===== src/rtl/alu_arbiter_if.sv =====
// alu_arbiter_if: requester, ALU and response bus between alu_arbiter and its environment.
//   slave  : arbiter side (drives out_*, samples in_*)
//   master : environment side (drives in_*, samples out_*)
//   Requester i owns slice i of every flattened per-requester bus.
interface alu_arbiter_if #(
   parameter int NREQ  = 2,
   parameter int WIDTH = 32
);
   localparam int IW = (NREQ > 1) ? $clog2(NREQ) : 1;
   logic [NREQ-1:0]       in_req_valid;
   logic [NREQ-1:0]       out_req_ready;
   logic [NREQ*WIDTH-1:0] in_req_a;
   logic [NREQ*WIDTH-1:0] in_req_b;
   logic [NREQ*3-1:0]     in_req_op;
   logic [WIDTH-1:0]      out_alu_a;
   logic [WIDTH-1:0]      out_alu_b;
   logic [2:0]            out_alu_op;
   logic [WIDTH-1:0]      in_alu_result;
   logic                  in_alu_zero;
   logic [NREQ-1:0]       out_rsp_valid;
   logic [NREQ-1:0]       in_rsp_ready;
   logic [IW-1:0]         out_rsp_id;
   logic [WIDTH-1:0]      out_rsp_result;
   logic                  out_rsp_zero;
   logic                  out_rsp_neg;
   logic                  out_rsp_err;
   logic                  out_busy;
   modport slave (
      input  in_req_valid, in_req_a, in_req_b, in_req_op, in_alu_result, in_alu_zero, in_rsp_ready,
      output out_req_ready, out_alu_a, out_alu_b, out_alu_op, out_rsp_valid, out_rsp_id,
             out_rsp_result, out_rsp_zero, out_rsp_neg, out_rsp_err, out_busy
   );
   modport master (
      output in_req_valid, in_req_a, in_req_b, in_req_op, in_alu_result, in_alu_zero, in_rsp_ready,
      input  out_req_ready, out_alu_a, out_alu_b, out_alu_op, out_rsp_valid, out_rsp_id,
             out_rsp_result, out_rsp_zero, out_rsp_neg, out_rsp_err, out_busy
   );
endinterface


===== src/rtl/alu_arbiter.sv =====
// alu_arbiter: round-robin shares one registered ALU between NREQ requesters, one op in flight.
//   clk      : clock, all state on posedge
//   in_rst_n : asynchronous active-low reset
//   bus      : alu_arbiter_if.slave -- request channel (valid/ready, operands, opcode),
//              registered ALU operand/opcode outputs, ALU result/zero inputs,
//              tagged response channel (valid/ready, id, result, zero, neg, err), busy flag
module alu_arbiter #(
   parameter int NREQ  = 2,
   parameter int WIDTH = 32
) (
   input logic          clk,
   input logic          in_rst_n,
   alu_arbiter_if.slave bus
);
   localparam int IW = (NREQ > 1) ? $clog2(NREQ) : 1;
   typedef enum logic [1:0] {IDLE, EXEC, CAPT, RESP} state_t;
   state_t           r_state, w_next;
   logic [IW-1:0]    r_ptr, r_tag, w_gnt;
   logic [IW:0]      w_idx;
   logic             w_found, w_take, w_legal;
   logic [2:0]       w_op;
   logic [WIDTH-1:0] r_alu_a, r_alu_b, r_res;
   logic [2:0]       r_alu_op;
   logic             r_zero, r_neg, r_err;
   // First valid requester strictly after the last grant, wrapping modulo NREQ.
   always_comb begin
      w_found = 1'b0;
      w_gnt   = '0;
      w_idx   = '0;
      for (int k = 1; k <= NREQ; k++) begin
         w_idx = {1'b0, r_ptr} + (IW+1)'(k);
         if (w_idx >= (IW+1)'(NREQ)) w_idx = w_idx - (IW+1)'(NREQ);
         if (!w_found && bus.in_req_valid[w_idx[IW-1:0]]) begin
            w_found = 1'b1;
            w_gnt   = w_idx[IW-1:0];
         end
      end
   end
   assign w_op    = bus.in_req_op[w_gnt*3 +: 3];
   assign w_legal = w_op inside {3'b100, 3'b010, 3'b001, 3'b000, 3'b111};
   assign w_take  = (r_state == IDLE) && w_found;
   // Ready is held low while reset is asserted even though the state already reads IDLE.
   assign bus.out_req_ready  = (in_rst_n && w_take) ? NREQ'(1) << w_gnt : '0;
   assign bus.out_rsp_valid  = (r_state == RESP) ? NREQ'(1) << r_tag : '0;
   assign bus.out_rsp_id     = r_tag;
   assign bus.out_rsp_result = r_res;
   assign bus.out_rsp_zero   = r_zero;
   assign bus.out_rsp_neg    = r_neg;
   assign bus.out_rsp_err    = r_err;
   assign bus.out_alu_a      = r_alu_a;
   assign bus.out_alu_b      = r_alu_b;
   assign bus.out_alu_op     = r_alu_op;
   assign bus.out_busy       = (r_state != IDLE);
   always_ff @(posedge clk or negedge in_rst_n) begin
      if (!in_rst_n) r_state <= IDLE;
      else           r_state <= w_next;
   end
   always_comb begin
      w_next = r_state;
      case (r_state)
         IDLE:    w_next = w_take ? (w_legal ? EXEC : RESP) : IDLE;
         EXEC:    w_next = CAPT;
         CAPT:    w_next = RESP;
         default: w_next = bus.in_rsp_ready[r_tag] ? IDLE : RESP;
      endcase
   end
   always_ff @(posedge clk or negedge in_rst_n) begin
      if (!in_rst_n) begin
         r_ptr    <= IW'(NREQ - 1);
         r_tag    <= '0;
         r_alu_a  <= '0;
         r_alu_b  <= '0;
         r_alu_op <= 3'b111;
         r_res    <= '0;
         r_zero   <= 1'b0;
         r_neg    <= 1'b0;
         r_err    <= 1'b0;
      end else begin
         if (w_take) begin
            r_tag <= w_gnt;
            r_ptr <= w_gnt;
            if (w_legal) begin
               r_alu_a  <= bus.in_req_a[w_gnt*WIDTH +: WIDTH];
               r_alu_b  <= bus.in_req_b[w_gnt*WIDTH +: WIDTH];
               r_alu_op <= w_op;
            end else begin
               // Illegal opcode answers directly and leaves the ALU inputs untouched.
               r_res  <= '0;
               r_zero <= 1'b1;
               r_neg  <= 1'b0;
               r_err  <= 1'b1;
            end
         end
         if (r_state == CAPT) begin
            // Sign comes from the result MSB; the ALU's own neg flag is not meaningful here.
            r_res  <= bus.in_alu_result;
            r_zero <= bus.in_alu_zero;
            r_neg  <= bus.in_alu_result[WIDTH-1];
            r_err  <= 1'b0;
         end
      end
   end
endmodule


===== src/flat_wrapper.sv =====
// flat-port wrapper written by rule: the top's interface ports become plain ports
module alu_arbiter_flat 
#(
   parameter int NREQ  = 2,
   parameter int WIDTH = 32
)
  (clk, in_rst_n, bus_in_req_valid, bus_in_req_a, bus_in_req_b, bus_in_req_op, bus_in_alu_result, bus_in_alu_zero, bus_in_rsp_ready, bus_out_req_ready, bus_out_alu_a, bus_out_alu_b, bus_out_alu_op, bus_out_rsp_valid, bus_out_rsp_id, bus_out_rsp_result, bus_out_rsp_zero, bus_out_rsp_neg, bus_out_rsp_err, bus_out_busy);
  alu_arbiter_if #(.NREQ(NREQ), .WIDTH(WIDTH)) bus_i ();
  input logic clk;
  input logic in_rst_n;
  input wire logic [$bits(bus_i.in_req_valid)-1:0] bus_in_req_valid;
  input wire logic [$bits(bus_i.in_req_a)-1:0] bus_in_req_a;
  input wire logic [$bits(bus_i.in_req_b)-1:0] bus_in_req_b;
  input wire logic [$bits(bus_i.in_req_op)-1:0] bus_in_req_op;
  input wire logic [$bits(bus_i.in_alu_result)-1:0] bus_in_alu_result;
  input wire logic [$bits(bus_i.in_alu_zero)-1:0] bus_in_alu_zero;
  input wire logic [$bits(bus_i.in_rsp_ready)-1:0] bus_in_rsp_ready;
  output wire logic [$bits(bus_i.out_req_ready)-1:0] bus_out_req_ready;
  output wire logic [$bits(bus_i.out_alu_a)-1:0] bus_out_alu_a;
  output wire logic [$bits(bus_i.out_alu_b)-1:0] bus_out_alu_b;
  output wire logic [$bits(bus_i.out_alu_op)-1:0] bus_out_alu_op;
  output wire logic [$bits(bus_i.out_rsp_valid)-1:0] bus_out_rsp_valid;
  output wire logic [$bits(bus_i.out_rsp_id)-1:0] bus_out_rsp_id;
  output wire logic [$bits(bus_i.out_rsp_result)-1:0] bus_out_rsp_result;
  output wire logic [$bits(bus_i.out_rsp_zero)-1:0] bus_out_rsp_zero;
  output wire logic [$bits(bus_i.out_rsp_neg)-1:0] bus_out_rsp_neg;
  output wire logic [$bits(bus_i.out_rsp_err)-1:0] bus_out_rsp_err;
  output wire logic [$bits(bus_i.out_busy)-1:0] bus_out_busy;
  assign bus_i.in_req_valid = bus_in_req_valid;
  assign bus_i.in_req_a = bus_in_req_a;
  assign bus_i.in_req_b = bus_in_req_b;
  assign bus_i.in_req_op = bus_in_req_op;
  assign bus_i.in_alu_result = bus_in_alu_result;
  assign bus_i.in_alu_zero = bus_in_alu_zero;
  assign bus_i.in_rsp_ready = bus_in_rsp_ready;
  assign bus_out_req_ready = bus_i.out_req_ready;
  assign bus_out_alu_a = bus_i.out_alu_a;
  assign bus_out_alu_b = bus_i.out_alu_b;
  assign bus_out_alu_op = bus_i.out_alu_op;
  assign bus_out_rsp_valid = bus_i.out_rsp_valid;
  assign bus_out_rsp_id = bus_i.out_rsp_id;
  assign bus_out_rsp_result = bus_i.out_rsp_result;
  assign bus_out_rsp_zero = bus_i.out_rsp_zero;
  assign bus_out_rsp_neg = bus_i.out_rsp_neg;
  assign bus_out_rsp_err = bus_i.out_rsp_err;
  assign bus_out_busy = bus_i.out_busy;
  alu_arbiter #(.NREQ(NREQ), .WIDTH(WIDTH)) u_core (.clk(clk), .in_rst_n(in_rst_n), .bus(bus_i));
endmodule

===== config.mk =====
export PLATFORM = sky130hd
export DESIGN_NAME = alu_arbiter_flat
export DESIGN_NICKNAME = d
export VERILOG_FILES = /design/src/rtl/alu_arbiter_if.sv /design/src/rtl/alu_arbiter.sv /design/src/flat_wrapper.sv
export SDC_FILE = /design/constraint.sdc
export NUM_CORES = 1
export LEC_CHECK = 0
export BUFFER_PORTS_ARGS = -buffer_cell sky130_fd_sc_hd__buf_2
export CORE_ASPECT_RATIO = 0.8
export CORE_MARGIN = 3
export CORE_UTILIZATION = 45
export CTS_CLUSTER_DIAMETER = 80
export DETAILED_ROUTE_END_ITERATION = 10
export HOLD_SLACK_MARGIN = 0.02
export PLACE_DENSITY = 0.81
export SLEW_MARGIN = 20
export SYNTH_ARGS = -nofsm -noshare
export SYNTH_HDL_FRONTEND = slang
export SYNTH_SLANG_ARGS = --single-unit

===== constraint.sdc =====
create_clock -name clk -period 2.4 [get_ports clk]
set_clock_uncertainty 0.15 [all_clocks]
set_input_delay 0.48 -clock clk [delete_from_list [all_inputs] [get_ports clk]]
set_output_delay 0.48 -clock clk [all_outputs]
set_load 0.03 [all_outputs]

==> run_results.csv, run 1 <==
group,metric,value,unit
worst_setup_path,critPathCaptureType,"primary output",
die,die_h,101,um
finish,drive_gt1_share,42.2,%
clock_tree,cts-root-buf,"clkbuf_16",
grt,grt_use_total,21.7,%
grt,antenna_found_initial,0,
routing,drtIter0Drc,197,
die,start_util,46.5,%
routing,via_count,4620,
logic_synthesis,syn_nets,720,
power_and_ir_drop,p_leak,0.00390,uW
clock_tree,clkTransAtPathRegs,0.07,ns
timing,final-setup-viol-count,0,
worst_hold_path,min-delay-start,"bus_in_alu_result[5]",
finish,num-nets-final,992,
finish,nFillCells,942,
worst_setup_path,crit_buf_inv,2,
logic_synthesis,yosysSeqAreaShare,51.6,%
die,chipWidth,125,um
clock_tree,htreeDepth,3,
routing,ant_nets,0,
die,io_pins,281,
worst_hold_path,min_to,"u_core.bus.out_rsp_result[5]",
timing,hold_viol,0,
worst_setup_path,r2r-end,"u_core.bus.out_alu_b[19]",
worst_setup_path,reg2reg_depth,6,
routing,wirelength,14.3,mm
logic_synthesis,async_flop_share,100,%
die,fp-row-count,34,
clock_tree,cts-buffers-inserted,9,
worst_setup_path,worst_ep_arrival_time,1.65,ns
worst_setup_path,startpoint,"u_core.r_ptr",
place,dp_cells,945,
power_and_ir_drop,total_power,9670,uW
logic_synthesis,ys_warn_count,0,
power_and_ir_drop,pwr_density_cell,1370,nW/um^2
timing,max-slew-margin-rel,63.1,%
logic_synthesis,synth_cell_types,31,
place,portBuffers,280,
timing,drv_slew,0,
routing,post_drt_wl_per_cell,14.8,um
worst_setup_path,critPathLaunchType,"flip-flop",
timing,setup_tns,0,ns
finish,antenna_cells,0,
worst_setup_path,rrSetupSlack,0.29,ns
worst_setup_path,crit_slowest_cell,"dfstp_2",
worst_setup_path,path_max_fanout,18,
finish,final_common_cell,"buf_2",
worst_setup_path,critPathMaxStageDelay,0.58,ns
logic_synthesis,synth_seq_cells,105,
power_and_ir_drop,ir_worst_vdd,0.960,mV
routing,drtPass1Iterations,4,
finish,layout_common_cells,"buf_2, nand2_1, dfrtp_1, mux2_1, nand2b_1",
timing,fmax,438,MHz
grt,grt_max_degree,104,
clock_tree,insertion_delay,0.33,ns
clock_tree,post_cts_buffers,0,
grt,grt_pass1_vias,4475,
finish,syn_to_final_growth,38.5,%
grt,grt_overflow,0,
clock_tree,cts.sinks,105,
logic_synthesis,avgSynthCellArea,9.40,um^2
worst_setup_path,path_cells,"a21bo_4 -> buf_12 -> and3_1 -> buf_2",
logic_synthesis,synthFlopType,"dfrtp_1",
place,hpwl,10.4,mm
worst_setup_path,cp_top_family,"flip-flops",
routing,vias_per_cell,4.79,
clock_tree,clockBufferDepth,2,
clock_tree,cts_tree,"yes",
die,coreArea,11000,um^2
worst_hold_path,worstHoldPathCells,3,
worst_setup_path,cp_data_required_time,1.77,ns
timing,worstMarginPinSlew,0.548,ns
logic_synthesis,synth_edf_count,0,
timing,min_period_over_period,95.1,%
worst_hold_path,hold_path_class,"in2reg",
routing,drcViolationCount,0,
worst_setup_path,reg2reg_from,"u_core.r_state[0]",
worst_setup_path,crit_type,"reg2out",
die,fp.dieArea,12700,um^2
job,maxCapViolations,0,
logic_synthesis,syn_area,5110,um^2
timing,grt_setup_unrepaired,"false",
grt,grt_pass1_wl,22.1,mm
finish,stdcell_count,964,
place,gp_congestion,0.837,
timing,finalCriticalPeriod,2.28,ns
logic_synthesis,synthCells,543,
outcome,status,"finished, final reports clean",
cells in the mapped netlist, types with 5 or more instances:
cell type / number / area share (%)
dfrtp_1: 101 / 49
nand2b_1: 33 / 4.0
mux2_1: 40 / 8.8
mux2_2: 27 / 6.0
o21ai_0: 27 / 2.6
and3_1: 5 / 0.61
o21ai_1: 7 / 0.69
clkbuf_1: 21 / 1.5
nand2_1: 234 / 17
worst reg2reg max path, cell delays in order (launching register included):
cell	delay, ns
dfrtp_1	0.41
inv_1	0.09
ha_2	0.22
o21ai_0	0.22
a21oi_4	0.23
buf_12	0.27
mux2_2	0.40
worst max path at each step:
stage	to	slack [ns]	depth (start not counted)
floorplan	bus_out_req_ready[1]	0.02	4
global placement	u_core.bus.out_alu_b[19]	0.13	6
detailed placement	u_core.bus.out_alu_b[7]	0.09	6
CTS	bus_out_req_ready[0]	0.02	4
global route	bus_out_req_ready[0]	0.006	6
finish	bus_out_req_ready[0]	0.12	4
final cells by class:
| type | count | area (um^2) | area share, % |
|---|---|---|---|
| Tap cell | 144 | 180 | 2.55 |
| Timing Repair Buffer | 295 | 1620 | 23.0 |
| Clock buffer | 10 | 239 | 3.38 |
| Clock inverter | 6 | 90.1 | 1.27 |
| Inverter | 3 | 11.3 | 0.159 |
| Multi-Input combinational cell | 401 | 2300 | 32.5 |
| Sequential cell | 105 | 2630 | 37.2 |
layer usage:
| layer | vias to the layer above | routed length (um) | global-route usage [%] | part of all wire, % |
|---|---|---|---|---|
| met5 | - | 0 | 0 | 0 |
| met4 | 0 | 240 | 5.67 | 1.7 |
| met3 | 19 | 1110 | 6.43 | 7.8 |
| met2 | 178 | 7270 | 39.3 | 51 |
| met1 | 2128 | 5640 | 25.7 | 40 |
| li1 | 2295 | - | - | - |
sequential cells by signal, summed over array words and instances (netlist names):
name and flops:
u_core.bus.out_rsp_zero 1, u_core.bus.out_alu_b 32, u_core.bus.out_rsp_id 1, u_core.bus.out_alu_a 32, u_core.bus.out_alu_op 3, u_core.bus.out_rsp_neg 1, u_core.bus.out_rsp_result 31, u_core.r_state 2
u_core.r_ptr 1, u_core.bus.out_rsp_err 1
report_power, final:
part	switching (uW)	total (uW)	internal, uW	leakage [uW]
Combinational	3240	4960	1720	0.00246
Sequential	457	3120	2660	0.00128
Clock	644	1590	947	0.000159
stage by stage:
stage               hold slack (ns)  utilization [%]  cell area [um^2]  setup WS, ns
floorplan                    0.0344                -              5110        0.0223
global placement              0.153             60.8              6670         0.126
detailed placement            0.152             60.8              6670        0.0873
CTS                           0.185             64.1              7040        0.0236
global route                  0.193             64.4              7070       0.00631
finish                        0.197             64.4              7070         0.117
what timing repair did:
item                                    CTS  global route
cloned                                    1             1
endpoints found under the hold margin     2             0
resized for setup                         0             2
hold buffers                              1             0
endpoints found under the setup margin    1             1
logic make-up (layout without fill, tap and decap cells):
| kind of cell | count (synthesis) | after routing | share of synthesized area (%) |
|---|---|---|---|
| simple gates | 279 | 279 | 22.7 |
| compound gates | 48 | 48 | 5.42 |
| flops | 105 | 105 | 51.6 |
| buf+inv | 37 | 314 | 4.07 |
| mux | 68 | 68 | 15.0 |
| fa+ha+maj | 4 | 4 | 0.980 |
| xor+xnor | 2 | 2 | 0.343 |
No activity file was read; power rests on OpenSTA's default activity.
==> run 2, diff against run 1 <==
==> constraint.sdc (replaced) <==
create_clock -name clk -period 2.4 [get_ports clk]
set_clock_uncertainty 0.15 [all_clocks]
set_input_delay 0.48 -clock clk [delete_from_list [all_inputs] [get_ports clk]]
set_output_delay 0.48 -clock clk [all_outputs]
set_load 0.005 [all_outputs]
==> run 2 against run 1 <==
  * Routed wire length down 2.3%
  * Clock power about the same
  * Non-clock buffer count unchanged
  * Critical path depth unchanged
  * Via count down 2.7%
  * Sequential power about the same
  * Fmax up 0.36%
  * Final cell count unchanged
  * Die area unchanged
  * Clock-buffer cell count up 2
  * Total power down 18%
  * Critical path type unchanged
==> run_results.csv, run 2 (synthesized netlist as in run 1, its figures left out) <==
group,metric,value,unit
routing,drtPass1Iterations,4,
routing,wirelength,13.9,mm
timing,max-slew-margin-rel,65.2,%
outcome,status,"finished, final reports clean",
grt,use_met2,37.9,%
grt,grt_overflow,0,
clock_tree,htreeDepth,3,
worst_setup_path,crit_slowest_cell,"dfstp_2",
routing,via_count,4497,
finish,drive_gt1_share,41.8,%
worst_setup_path,critPathLaunchType,"flip-flop",
die,start_util,46.5,%
finish,syn_to_final_growth,37.7,%
clock_tree,cts-buffers-inserted,9,
finish,antenna_cells,0,
timing,finalCriticalPeriod,2.27,ns
worst_setup_path,startpoint,"u_core.r_ptr",
worst_setup_path,critPathMaxStageDelay,0.58,ns
die,die_h,101,um
timing,min_period_over_period,94.8,%
die,coreArea,11000,um^2
job,maxCapViolations,0,
timing,worstMarginPinSlew,0.517,ns
place,gp_congestion,0.883,
grt,grt_max_degree,102,
routing,post_drt_wl_per_cell,14.5,um
die,chipWidth,125,um
grt,grt_busiest_layer,"met2",
worst_setup_path,worst_ep_arrival_time,1.64,ns
grt,grt_pass1_vias,4255,
timing,setup_tns,0,ns
worst_setup_path,reg2reg_from,"u_core.r_state[0]",
clock_tree,clockBufferDepth,2,
power_and_ir_drop,ir_worst_vdd,0.589,mV
place,hpwl,10.5,mm
grt,use_met3,6.38,%
timing,fmax,440,MHz
timing,grt_setup_unrepaired,"false",
clock_tree,cts_tree,"yes",
routing,vias_per_cell,4.66,
grt,grt_pass1_wl,21.6,mm
die,fp-row-count,34,
timing,hold_viol,0,
worst_setup_path,cp_data_required_time,1.77,ns
routing,drtIter0Drc,260,
worst_setup_path,path_max_fanout,36,
die,fp.dieArea,12700,um^2
grt,grt_use_total,21.2,%
die,io_pins,281,
worst_setup_path,crit_type,"reg2out",
clock_tree,cts-resized-gates,0,
finish,layout_common_cells,"buf_2, nand2_1, dfrtp_1, mux2_1, nand2b_1",
place,portBuffers,280,
finish,final_common_cell,"buf_2",
worst_hold_path,min-delay-start,"bus_in_alu_result[5]",
worst_hold_path,hold_path_class,"in2reg",
clock_tree,clkTransAtPathRegs,0.07,ns
routing,ant_nets,0,
finish,fin_area,7030,um^2
timing,whs,0.194,ns
finish,num-nets-final,992,
power_and_ir_drop,pwr_density_cell,1130,nW/um^2
place,place_area,6680,um^2
grt,antenna_found_initial,0,
grt,use_met1,25.8,%
worst_setup_path,critPathCaptureType,"primary output",
timing,drv_slew,0,
clock_tree,cts.sinks,105,
routing,drcViolationCount,0,
clock_tree,insertion_delay,0.34,ns
worst_setup_path,path_cells,"a21bo_2 -> buf_12 -> and3_1 -> buf_2",
clock_tree,cts-root-buf,"clkbuf_16",
timing,final-setup-viol-count,0,
power_and_ir_drop,p_leak,0.00387,uW
==> run 2: cell types whose count changed in the layout (fill, tap and decap cells not counted) <==
cell and delta:
ha_1 +1, inv_6 -1, a21bo_4 -1, a21bo_2 +1, ha_2 -1, bufbuf_16 -1, buf_4 +1, clkbuf_1 +2
clkinv_2 -1
==> run 2: what timing repair did <==
action | CTS | global route
hold endpoints to repair | 4 | 0
hold buffers | 1 | 0
setup endpoints to repair | 0 | 1
setup buffers | 0 | 0
==> run 2: area by class of cell <==
class / count / area (um^2)
repair buffers: 295 / 1600
fillers: 974 / 3940
clock buffers: 12 / 246
well taps: 144 / 180
inverters: 3 / 11.3
clock inverters: 4 / 76.3
flip-flops and latches: 105 / 2630
multi-input cells: 401 / 2290
==> run 2: per-stage QoR <==
step                      std cells  worst slack, ns  total power (uW)  util, %
after detailed placement        946           0.0868              6420     60.8
final                           964            0.126              7910     64.1
after global routing            964           0.0270              8550     64.1
after floorplan                 543            0.193              4840        -
after CTS                       963           0.0400              8020     63.9
after global placement          946            0.115              6290     60.8
==> run 2: path summary, 6_finish.rpt <==
kind | end | slack (ns) | cells past startpoint
worst max-delay path | bus_out_req_ready[0] | 0.13 | 4
worst min-delay path | u_core.bus.out_rsp_result[5] | 0.19 | 3
worst max register to register | u_core.bus.out_alu_b[4] | 0.30 | 6
worst min register to register | u_core.bus.out_alu_b[13] | 0.33 | 1
min in group asynchronous | u_core.r_state[0] | 0.37 | 2
max in group asynchronous | u_core.bus.out_rsp_result[16] | 1.01 | 3
==> run 2: power by group <==
group	total (uW)	internal, uW	switching (uW)
Clock	1560	945	618
Combinational	3230	1670	1550
Sequential	3120	2660	459
==> run 2: critical path, delay by kind of cell, from the launching register on <==
kind | cells | cell delay (ns)
AND/OR/NAND/NOR | 1 | 0.17
AO/OA/AOI/OAI | 1 | 0.21
flip-flops | 1 | 0.58
buffers and inverters | 2 | 0.34
==> run 2: routing by layer <==
metal	wire, um	share of wire, %	vias up
met5	0	0	-
met4	153	1.1	0
met3	1040	7.5	17
met2	7040	50	160
met1	5710	41	2033
li1	-	-	2287
